[config.mk]
export PLATFORM = sky130hd
export DESIGN_NAME = multicycle_controller
export DESIGN_NICKNAME = d
export VERILOG_FILES = /design/src/rtl/riscv_ctrl_pkg.sv /design/src/rtl/alu_decoder.sv /design/src/rtl/multicycle_controller.sv
export SDC_FILE = /design/constraint.sdc
export NUM_CORES = 1
export LEC_CHECK = 0
export BUFFER_PORTS_ARGS = -buffer_cell sky130_fd_sc_hd__buf_2
export CAP_MARGIN = 5
export CORE_MARGIN = 2
export CORE_UTILIZATION = 41
export DETAILED_ROUTE_END_ITERATION = 10
export PLACE_DENSITY_LB_ADDON = 0.25
export SYNTH_ARGS = -nofsm -noshare
export SYNTH_HDL_FRONTEND = slang
export SYNTH_HIERARCHICAL = 1
export SYNTH_SLANG_ARGS = --single-unit
export TNS_END_PERCENT = 10
[constraint.sdc]
create_clock -name clk -period 2.1 [get_ports clk]
set_input_delay 0.21 -clock clk [delete_from_list [all_inputs] [get_ports clk]]
set_output_delay 0.21 -clock clk [all_outputs]
set_load 0.02 [all_outputs]
[src/rtl/riscv_ctrl_pkg.sv]
// Shared encodings for the multicycle RV32I control unit: FSM states, opcodes,
// ALU control codes and datapath mux selects.
package riscv_ctrl_pkg;

    typedef enum logic [3:0] {
        S_FETCH    = 4'd0,
        S_DECODE   = 4'd1,
        S_MEMADR   = 4'd2,
        S_MEMREAD  = 4'd3,
        S_MEMWB    = 4'd4,
        S_MEMWRITE = 4'd5,
        S_EXECR    = 4'd6,
        S_ALUWB    = 4'd7,
        S_EXECI    = 4'd8,
        S_JAL      = 4'd9,
        S_BEQ      = 4'd10
    } state_e;

    typedef enum logic [1:0] {
        ALUOP_ADD   = 2'b00,
        ALUOP_SUB   = 2'b01,
        ALUOP_FUNCT = 2'b10
    } aluop_e;

    localparam logic [6:0] OP_LW   = 7'b0000011;
    localparam logic [6:0] OP_SW   = 7'b0100011;
    localparam logic [6:0] OP_R    = 7'b0110011;
    localparam logic [6:0] OP_I    = 7'b0010011;
    localparam logic [6:0] OP_BEQ  = 7'b1100011;
    localparam logic [6:0] OP_JAL  = 7'b1101111;

    localparam logic [2:0] ALU_ADD = 3'b000;
    localparam logic [2:0] ALU_SUB = 3'b001;
    localparam logic [2:0] ALU_AND = 3'b010;
    localparam logic [2:0] ALU_OR  = 3'b011;
    localparam logic [2:0] ALU_SLT = 3'b101;

    localparam logic [1:0] RES_ALUOUT    = 2'b00;
    localparam logic [1:0] RES_READDATA  = 2'b01;
    localparam logic [1:0] RES_ALURESULT = 2'b10;

    localparam logic [1:0] SRCA_PC    = 2'b00;
    localparam logic [1:0] SRCA_OLDPC = 2'b01;
    localparam logic [1:0] SRCA_RD1   = 2'b10;

    localparam logic [1:0] SRCB_RD2  = 2'b00;
    localparam logic [1:0] SRCB_IMM  = 2'b01;
    localparam logic [1:0] SRCB_FOUR = 2'b10;

    localparam logic [1:0] IMM_I = 2'b00;
    localparam logic [1:0] IMM_S = 2'b01;
    localparam logic [1:0] IMM_B = 2'b10;
    localparam logic [1:0] IMM_J = 2'b11;

    function automatic logic is_supported_op(input logic [6:0] op);
        return (op == OP_LW) || (op == OP_SW) || (op == OP_R) ||
               (op == OP_I)  || (op == OP_BEQ) || (op == OP_JAL);
    endfunction

endpackage

[src/rtl/alu_decoder.sv]
// Maps the FSM's coarse ALU request plus instruction function bits onto the
// ALU's operation encoding.
module alu_decoder
    import riscv_ctrl_pkg::*;
(
    input  logic [1:0] aluop_i,
    input  logic [2:0] funct3_i,
    input  logic       op5_i,
    input  logic       funct7b5_i,
    output logic [2:0] alu_control_o
);

    always_comb begin
        alu_control_o = ALU_ADD;
        case (aluop_i)
            ALUOP_ADD: alu_control_o = ALU_ADD;
            ALUOP_SUB: alu_control_o = ALU_SUB;
            ALUOP_FUNCT: begin
                case (funct3_i)
                    // funct7b5 only means sub for R-type; addi reuses that bit as immediate
                    3'b000:  alu_control_o = (op5_i && funct7b5_i) ? ALU_SUB : ALU_ADD;
                    3'b010:  alu_control_o = ALU_SLT;
                    3'b110:  alu_control_o = ALU_OR;
                    3'b111:  alu_control_o = ALU_AND;
                    default: alu_control_o = ALU_ADD;
                endcase
            end
            default: alu_control_o = ALU_ADD;
        endcase
    end

endmodule

[src/rtl/multicycle_controller.sv]
// Moore control FSM for the multicycle RV32I datapath: sequences fetch, decode
// and per-class execute steps, and drives all mux selects and write enables.
module multicycle_controller
    import riscv_ctrl_pkg::*;
#(
    parameter int STATE_W = 4
) (
    input  logic               clk,
    input  logic               rst_n,
    input  logic [6:0]         op,
    input  logic [2:0]         funct3,
    input  logic               funct7b5,
    input  logic               zero,
    output logic               pc_write,
    output logic               adr_src,
    output logic               mem_write,
    output logic               ir_write,
    output logic [1:0]         result_src,
    output logic [1:0]         alu_src_a,
    output logic [1:0]         alu_src_b,
    output logic [2:0]         alu_control,
    output logic [1:0]         imm_src,
    output logic               reg_write,
    output logic               illegal_instr,
    output logic [STATE_W-1:0] state_dbg
);

    state_e     state_q;
    state_e     state_d;
    logic [1:0] aluop;
    logic       pc_update;
    logic       branch;
    logic       ir_write_raw;
    logic       mem_write_raw;
    logic       reg_write_raw;
    logic       illegal_raw;

    always_ff @(posedge clk) begin
        if (!rst_n) begin
            state_q <= S_FETCH;
        end else begin
            state_q <= state_d;
        end
    end

    always_comb begin
        state_d       = S_FETCH;
        aluop         = ALUOP_ADD;
        pc_update     = 1'b0;
        branch        = 1'b0;
        ir_write_raw  = 1'b0;
        mem_write_raw = 1'b0;
        reg_write_raw = 1'b0;
        illegal_raw   = 1'b0;
        adr_src       = 1'b0;
        result_src    = RES_ALUOUT;
        alu_src_a     = SRCA_PC;
        alu_src_b     = SRCB_RD2;

        case (state_q)
            S_FETCH: begin
                ir_write_raw = 1'b1;
                alu_src_a    = SRCA_PC;
                alu_src_b    = SRCB_FOUR;
                result_src   = RES_ALURESULT;
                pc_update    = 1'b1;
                state_d      = S_DECODE;
            end
            S_DECODE: begin
                // Precompute PC+imm here so BEQ/JAL find the target already in ALUOut
                alu_src_a = SRCA_OLDPC;
                alu_src_b = SRCB_IMM;
                case (op)
                    OP_LW, OP_SW: state_d = S_MEMADR;
                    OP_R:         state_d = S_EXECR;
                    OP_I:         state_d = S_EXECI;
                    OP_JAL:       state_d = S_JAL;
                    OP_BEQ:       state_d = S_BEQ;
                    default: begin
                        state_d     = S_FETCH;
                        illegal_raw = 1'b1;
                    end
                endcase
            end
            S_MEMADR: begin
                alu_src_a = SRCA_RD1;
                alu_src_b = SRCB_IMM;
                state_d   = (op == OP_SW) ? S_MEMWRITE : S_MEMREAD;
            end
            S_MEMREAD: begin
                result_src = RES_ALUOUT;
                adr_src    = 1'b1;
                state_d    = S_MEMWB;
            end
            S_MEMWB: begin
                result_src    = RES_READDATA;
                reg_write_raw = 1'b1;
                state_d       = S_FETCH;
            end
            S_MEMWRITE: begin
                result_src    = RES_ALUOUT;
                adr_src       = 1'b1;
                mem_write_raw = 1'b1;
                state_d       = S_FETCH;
            end
            S_EXECR: begin
                alu_src_a = SRCA_RD1;
                alu_src_b = SRCB_RD2;
                aluop     = ALUOP_FUNCT;
                state_d   = S_ALUWB;
            end
            S_EXECI: begin
                alu_src_a = SRCA_RD1;
                alu_src_b = SRCB_IMM;
                aluop     = ALUOP_FUNCT;
                state_d   = S_ALUWB;
            end
            S_ALUWB: begin
                result_src    = RES_ALUOUT;
                reg_write_raw = 1'b1;
                state_d       = S_FETCH;
            end
            S_JAL: begin
                // Link value PC+4 is formed from OldPC while ALUOut steers the PC
                alu_src_a  = SRCA_OLDPC;
                alu_src_b  = SRCB_FOUR;
                result_src = RES_ALUOUT;
                pc_update  = 1'b1;
                state_d    = S_ALUWB;
            end
            S_BEQ: begin
                alu_src_a  = SRCA_RD1;
                alu_src_b  = SRCB_RD2;
                aluop      = ALUOP_SUB;
                result_src = RES_ALUOUT;
                branch     = 1'b1;
                state_d    = S_FETCH;
            end
            default: state_d = S_FETCH;
        endcase
    end

    always_comb begin
        imm_src = IMM_I;
        case (op)
            OP_SW:   imm_src = IMM_S;
            OP_BEQ:  imm_src = IMM_B;
            OP_JAL:  imm_src = IMM_J;
            default: imm_src = IMM_I;
        endcase
    end

    alu_decoder u_alu_decoder (
        .aluop_i       (aluop),
        .funct3_i      (funct3),
        .op5_i         (op[5]),
        .funct7b5_i    (funct7b5),
        .alu_control_o (alu_control)
    );

    // Architectural side effects are suppressed for the whole reset-low cycle
    assign pc_write      = rst_n & (pc_update | (branch & zero));
    assign ir_write      = rst_n & ir_write_raw;
    assign mem_write     = rst_n & mem_write_raw;
    assign reg_write     = rst_n & reg_write_raw;
    assign illegal_instr = rst_n & illegal_raw;
    assign state_dbg     = STATE_W'(state_q);

endmodule

-- Word level (Yosys, flattened, before mapping)
Cells that the tools add are included.
Widths: inputs -> output; s select.
- register bits after elaboration: 4
- bits of input ports: 14
- output and inout port bits: 21
- word-level logic and storage cells: 61
- equality and inequality tests: 21
- multiplexer cells: 19
- bitwise gates (word level): 7
- reduce and logical (&&, ||, !) cells: 13
- operators with widths (operator ; count):
    $pmux 4 s5 ; 2
    $eq 4x3->1 const B ; 4
    $pmux 2 s2 ; 4
    $eq 7x6->1 const B ; 2
    $eq 7x7->1 const B ; 2
    $eq 4x4->1 const B ; 3
    $pmux 3 s4 ; 1
    $reduce_or 2->1 ; 6
    $mux 1 ; 9
    $eq 4x2->1 const B ; 2
    $eq 7x2->1 const B ; 1
    $eq 7x5->1 const B ; 1
    $and 1x1->1 ; 6
    $eq 3x3->1 const B ; 2
    $pmux 2 s3 ; 1
    $pmux 3 s2 ; 1
    $reduce_or 3->1 ; 2
    $reduce_or 6->1 ; 1
    $eq 4x1->1 const B ; 1
    $logic_not 4->1 ; 1
    $reduce_or 4->1 ; 1
    $eq 3x2->1 const B ; 1
    $logic_not 3->1 ; 1
    $mux 3 ; 1
    other kinds (4) ; 4

-- Longest topological paths before layout
Gate-level depths: netlist of run 1.
- depth in word-level cells: 5
- mapped depth: 8
- mapped depth without buffers: 7

-- By module
The synthesis of run 1 kept the hierarchy.
- modules (own cells, without submodules) (module ; times used ; cells an instance ; area each (µm²) ; sequential area each (µm²)):
    multicycle_controller ; 1 ; 69 ; 456.7 ; 80.1
    alu_decoder ; 1 ; 11 ; 96.3 ; 0.0

-- Worst setup path before layout of run 1
No wires, ideal clock.
- path kind: reg-to-output
- start: register state_q[2], in the netlist state_dbg[2]
- end: output alu_control[2]
- data arrival time: 2.134 ns
- required time: 1.890 ns
- slack: -0.244 ns
- cell stages (with the launch flop): 7
- buffers on the path: 1
- cell sequence: dfxtp_1 > buf_2 > nor2b_1 > a22oi_1 > nor2_1 > ha_1 > nor4b_1
- word-level cells in the longest chain between the ends: 5
- elaborated cells between the ends (all ways): 8
- classes of those cells: 5 x eq/ne; 2 x mux; 1 x reduce/logical
- RTL lines (element ; line ; RTL):
    from (decl) ; multicycle_controller.sv:28 ; state_e state_q;
    from (signal assigned) ; multicycle_controller.sv:42 ; state_q <= state_d;
    $eq 4x4->1 or $eq 4x3->1 (tied branches) ; multicycle_controller.sv:60 ; case (state_q)
    $reduce_or 2->1 (no source line) ; -- ;
    $pmux 2 s2 * ; multicycle_controller.sv:60 ;
    net aluop[1] ; multicycle_controller.sv:30 ; logic [1:0] aluop;
    $eq 2x2->1 or $eq 2x1->1 (tied branches) ; alu_decoder.sv:15 ; case (aluop_i)
    $pmux 3 s2 * ; alu_decoder.sv:15 ;
    to (decl) ; multicycle_controller.sv:21 ; output logic [2:0] alu_control,
Mark *: on every way through the listed nets, which the timed path passes. The rest lies on a longest branch.

-- Worst setup path in the final report of run 1
- start: register state_q[1], in the netlist state_dbg[1]
- end: output alu_control[2]
Same word-level chain as after synthesis.

==> metrics.cfg, run 1 <==
[sta]
drv_slew = 0
finalHoldViolCount = 0
fin_crit_sh = 0.9460
min_period_ns = 1.987
fin_setup_tns_ns = 0
hold_ws_ns = 0.2657
maxSlewHeadroom = 0.7458
setup_slack_ns = 0.1134
fmax_mhz = 503.4
worst_slew_pin_slew_ns = 0.3799
setup_viol = 0
skew_ns = 0.002196

[final_layout]
areaGrowthSynthToFinish_pct = 48.87
layout.nets = 136
multi_input_area_um2 = 459.2
layout_common_cells = buf_2 (33), nand2_1 (9), nor2_1 (7), buf_4 (7), inv_1 (5)
drive_gt1_frac = 0.4746
fillers = 112
final_util = 0.6407
fin_cells = 133
final_common_cell = buf_2
seqCellArea_um2 = 86.33
num_antenna_cells = 0
final_cell_area_um2 = 823.3
largest_reg_flops = 4

[global_route]
gr-usage-met1 = 0.2508
grt.busiest_layer = met2
grt.overflow.total = 0
grt_pass1_vias = 579
met2_usage = 0.3413
grt_max_degree = 17
grt_pass1_wl_mm = 2.235
antenna_found_initial = 0
grt_usage = 0.1939
met3_usage = 0.01630

[clock_network]
clock_latency_ns = 0.23
clockRootBuffer = clkbuf_4
htreeDepth = 1
clk_path_buf_depth = 2
cts_hold_buf = 0
clk_pin_slew_ns = 0.03
cts_tree = yes
cts_buffers = 3
clock_sinks = 4

[detailed_routing]
drc = 0
drt-total-wl_mm = 1.472
avgRoutedWirePerCell_um = 11.07
ant_nets = 0
first_pass_iters = 4
drtIter0Drc = 15
vias = 708
via_per_inst = 5.323

[power]
finalPower_mw = 0.2658
leakage_nw = 0.3920
vdd_drop_max_uv = 155.3
power_density_nw_per_um2 = 322.8

[worst_setup_path]
path_class = register to output pin
arrival_ns = 1.78
cp-start-kind = register
endpoint_kind = output pin
cp_max_fo = 9
cp.required_ns = 1.89

[placement]
hpwl_mm = 1.196
port_buffers = 34
dp_worst_setup_slack_ns = 0.2377
place_congestion = 0.7823
place_inst = 130
place_area_um2 = 772.0

[floorplanning]
ios = 35
fp-row-count = 13
dieArea_um2 = 1659
die_w_um = 40.73
initial_core_util = 0.4304
core_um2 = 1285
die_y_um = 40.73

[status]
status = completed

[yosys]
yosysSeqAreaShare = 0.1448
synth.distinct_cells = 37
synthCells = 80
synth_seq_cells = 4
synth_top_area_share = 0.1448
syn_nets = 96
syn_avg_cell_area_um2 = 6.913
synth_largest_area_cell = dfxtp_1
synth.area.top_cells = dfxtp_1 (14%), nand2_1 (6.1%), nor2_1 (4.8%)
syn_area_um2 = 553.0
yosysWarnings = 6

[hold_path]
hold_class = primary input to register

[run]
maxCapViolCount = 0

-- cells by family after synthesis --
| kind of cell | synth area share |
|---|---|
| AOI/OAI and AO/OA | 0.1900 |
| adders and majority gates | 0.06560 |
| buffers and inverters | 0.07240 |
| and+or+nand+nor | 0.4796 |
| xor gates and xnor gates | 0.04752 |
| DFF | 0.1448 |
-- cells in the mapped netlist, drive strengths merged --
library cell	number
a211o	1
a211oi	2
a21oi	3
a221oi	1
a22oi	1
a31oi	3
a41oi	1
and2	1
and4	1
and4b	2
buf	2
clkbuf	3
dfxtp	4
ha	2
inv	5
maj3	1
nand2	9
nand2b	5
nand3	3
nand3b	1
nand4	1
nand4bb	1
nor2	8
nor2b	3
nor3	5
nor3b	1
nor4	2
nor4b	1
o21ai	2
o22ai	1
or3b	1
xnor2	1
xor2	2
-- per-layer routing --
layer	share of wire	vias up
li1	-	365
met1	0.47	310
met2	0.44	31
met3	0.075	2
met4	0.0068	0
met5	0	-
-- final cells by class --
type                    count  area share
multi-input cells          66      0.5578
repair buffers             40      0.2644
flip-flops and latches      4      0.1049
clock buffers               3     0.02736
inverters                   5     0.02280
well taps                  15     0.02280
-- timing repair --
action                                  CTS  global route
endpoints found under the setup margin    2             3
buffers inserted                          0             0
pin swaps                                 0             0
gates resized for setup                   1             8
gates cloned                              0             0
-- critical path: stages, from the launching register on --
cell	delay, ns
dfxtp_4	0.37
buf_4	0.17
a22oi_1	0.16
nor2_1	0.08
ha_1	0.33
nor4b_2	0.26
buf_4	0.18
-- report_power, final --
| part | internal (mW) | total, mW | switching (mW) |
|---|---|---|---|
| registers | 0.0773 | 0.0791 | 0.00179 |
| logic | 0.0397 | 0.0940 | 0.0543 |
| clock network | 0.0637 | 0.0926 | 0.0289 |
| total | 0.181 | 0.266 | 0.0850 |
-- final timing paths --
kind	from	to	slack (ns)	cells after the start
setup / recovery	state_dbg[1]	alu_control[2]	0.11	6
hold / removal	rst_n	state_dbg[1]	0.27	3
setup reg to reg	state_dbg[0]	state_dbg[1]	0.83	4
hold reg to reg	state_dbg[1]	state_dbg[2]	0.57	2
No activity file was read; power rests on OpenSTA's default activity.
==> run 2: changes to the inputs <==
--- a/config.mk
+++ b/config.mk
@@ -11,6 +11,7 @@
 export CORE_UTILIZATION = 41
 export DETAILED_ROUTE_END_ITERATION = 10
 export PLACE_DENSITY_LB_ADDON = 0.25
+export SETUP_SLACK_MARGIN = 0.5
 export SYNTH_ARGS = -nofsm -noshare
 export SYNTH_HDL_FRONTEND = slang
 export SYNTH_HIERARCHICAL = 1
==> run 2 against run 1 <==
Combinational power rose by 9.6%. Global-route usage rose by 8.1 points. Maximum frequency rose by 0.94%. Sequential share of layout area fell by 1.4 points. Sequential cell count did not move. Sequential power fell by 3.0%. Final cell count rose by 9.8%. Critical endpoint unchanged. Die area did not move.
==> metrics.cfg, run 2 (synthesized netlist as in run 1, its figures left out) <==
[floorplanning]
die_y_um = 40.73  ; unchanged
initial_core_util = 0.4304  ; unchanged
dieArea_um2 = 1659  ; unchanged
ios = 35  ; unchanged
core_um2 = 1285  ; unchanged
fp-row-count = 13  ; unchanged
die_w_um = 40.73  ; unchanged

[final_layout]
layout_common_cells = buf_2 (31), buf_4 (16), nand2_1 (9), nor2_1 (5), buf_6 (5)
drive_gt1_frac = 0.5954  ; +0.1208
layout.nets = 148  ; +8.8%
areaGrowthSynthToFinish_pct = 85.07
num_antenna_cells = 0  ; unchanged
final_common_cell = buf_2
largest_reg_flops = 4  ; unchanged

[power]
power_density_nw_per_um2 = 285.1  ; -12%
p_sw_frac = 0.3480  ; +0.02837
combPwrFrac = 0.354  ; about the same
vdd_drop_max_uv = 274.2  ; +77%
p_int_mw = 0.1902  ; +5.2%
finalPower_mw = 0.2918  ; +9.8%
seq_power_share = 0.263  ; -0.035
leakage_nw = 0.4824  ; +23%
p_switching_mw = 0.1016  ; +20%
clockPowerShare = 0.383  ; +0.035

[sta]
maxSlewHeadroom = 0.7394  ; -0.006380
fmax_mhz = 508.1  ; +0.94%
setup_viol = 0  ; unchanged
min_period_ns = 1.968  ; -0.01859 ns
worst_slew_pin_slew_ns = 0.3894  ; +0.009535 ns
fin_crit_sh = 0.9372  ; -0.008851
rsz0062_at_grt = true
drv_slew = 0  ; unchanged
skew_ns = 0.001079  ; -0.001118 ns
finalHoldViolCount = 0  ; unchanged
fin_setup_tns_ns = 0  ; unchanged

[placement]
hpwl_mm = 1.168  ; -2.3%
port_buffers = 34  ; unchanged
place_congestion = 0.7154  ; -8.6%

[detailed_routing]
avgRoutedWirePerCell_um = 14.64  ; +32%
first_pass_iters = 4  ; unchanged
drc = 0  ; unchanged
vias = 802  ; +13%
via_per_inst = 5.493  ; +3.2%
ant_nets = 0  ; unchanged
drt-total-wl_mm = 2.138  ; +45%
drtIter0Drc = 16  ; +1

[clock_network]
clk_pin_slew_ns = 0.04  ; about the same
clk_path_buf_depth = 2  ; unchanged
clock_sinks = 4  ; unchanged
cts_buffers = 3  ; unchanged
htreeDepth = 1  ; unchanged
cts_hold_buf = 0  ; unchanged
cts_tree = yes
clockRootBuffer = clkbuf_4
clock_latency_ns = 0.24  ; about the same

[worst_setup_path]
path_class = register to output pin
cp-start-kind = register
cp.required_ns = 1.89  ; about the same
arrival_ns = 1.76  ; -0.02 ns
cp_max_fo = 5  ; -4
endpoint_kind = output pin

[global_route]
grt_max_degree = 17  ; unchanged
grt_usage = 0.2754  ; +0.08148
grt_pass1_vias = 670  ; +16%
grt.overflow.total = 0  ; unchanged
antenna_found_initial = 0  ; unchanged
grt_pass1_wl_mm = 2.973  ; +33%

[run]
maxCapViolCount = 0  ; unchanged

[status]
status = completed

[hold_path]
hold_class = primary input to register

## run 2: cell types whose count changed in the layout (fill, tap and decap cells not counted), moves of 2 or more
| cell | delta |
|---|---|
| buf_2 | -2 |
| inv_1 | -3 |
| buf_4 | +9 |
| ha_4 | +2 |
| inv_2 | +3 |
| ha_1 | -2 |
| nor2_1 | -2 |
| dfxtp_4 | +2 |
| buf_6 | +5 |
## run 2: per-layer routing
metal / vias up / part of all wire / GRT usage
met5: - / 0 / 0
met4: 0 / 0.0089 / 0.1250
met3: 2 / 0.038 / 0.01630
met2: 30 / 0.53 / 0.5198
met1: 377 / 0.42 / 0.3105
li1: 393 / - / -
## run 2: worst paths after layout
check | from | endpoint | slack, ns | cells after the start
max | state_dbg[1] | alu_control[2] | 0.13 | 6
min | rst_n | state_dbg[1] | 0.26 | 3
max reg2reg | state_dbg[2] | state_dbg[1] | 0.81 | 5
min reg2reg | state_dbg[3] | state_dbg[0] | 0.67 | 2
## run 2: what timing repair did
item,4_1_cts,5_1_grt
gates resized for setup,19,2
endpoints found under the setup margin,5,6
setup buffers,14,3
gates cloned,0,0
pin swaps,8,5
## run 2: power groups by stage
stage          registers [mW]  clock network, mW  logic [mW]
6_report               0.0767              0.112       0.103
2_1_floorplan          0.0826                  0      0.0588
3_3_place_gp           0.0815                  0      0.0940
4_1_cts                0.0769              0.111       0.100
5_1_grt                0.0769              0.116       0.112
3_5_place_dp           0.0815                  0      0.0952
## run 2: layout make-up
type                    count  area, um2
fillers                    97      261.5
inverters                   5      18.77
repair buffers             52      331.6
flip-flops and latches      4      92.59
well taps                  15      18.77
clock buffers               4      26.28
multi-input cells          66      535.5
## run 2: stage by stage
stage	hold slack, ns	cells	setup slack [ns]	util	area (um2)
after floorplan	0.3309	80	0.2966	-	638.1
after global placement	0.5054	125	0.2579	0.6232	800.8
after detailed placement	0.5010	125	0.2204	0.6232	800.8
after CTS	0.2500	143	0.2205	0.7722	992.2
after global routing	0.2693	146	0.1060	0.7965	1023
final	0.2569	146	0.1320	0.7965	1023
## run 2: critical path, stage by stage, from the launching register on
cell,delay (ns)
dfxtp_4,0.39
nand2b_4,0.08
nor3_4,0.25
inv_2,0.07
ha_4,0.24
nor4b_4,0.29
buf_4,0.19
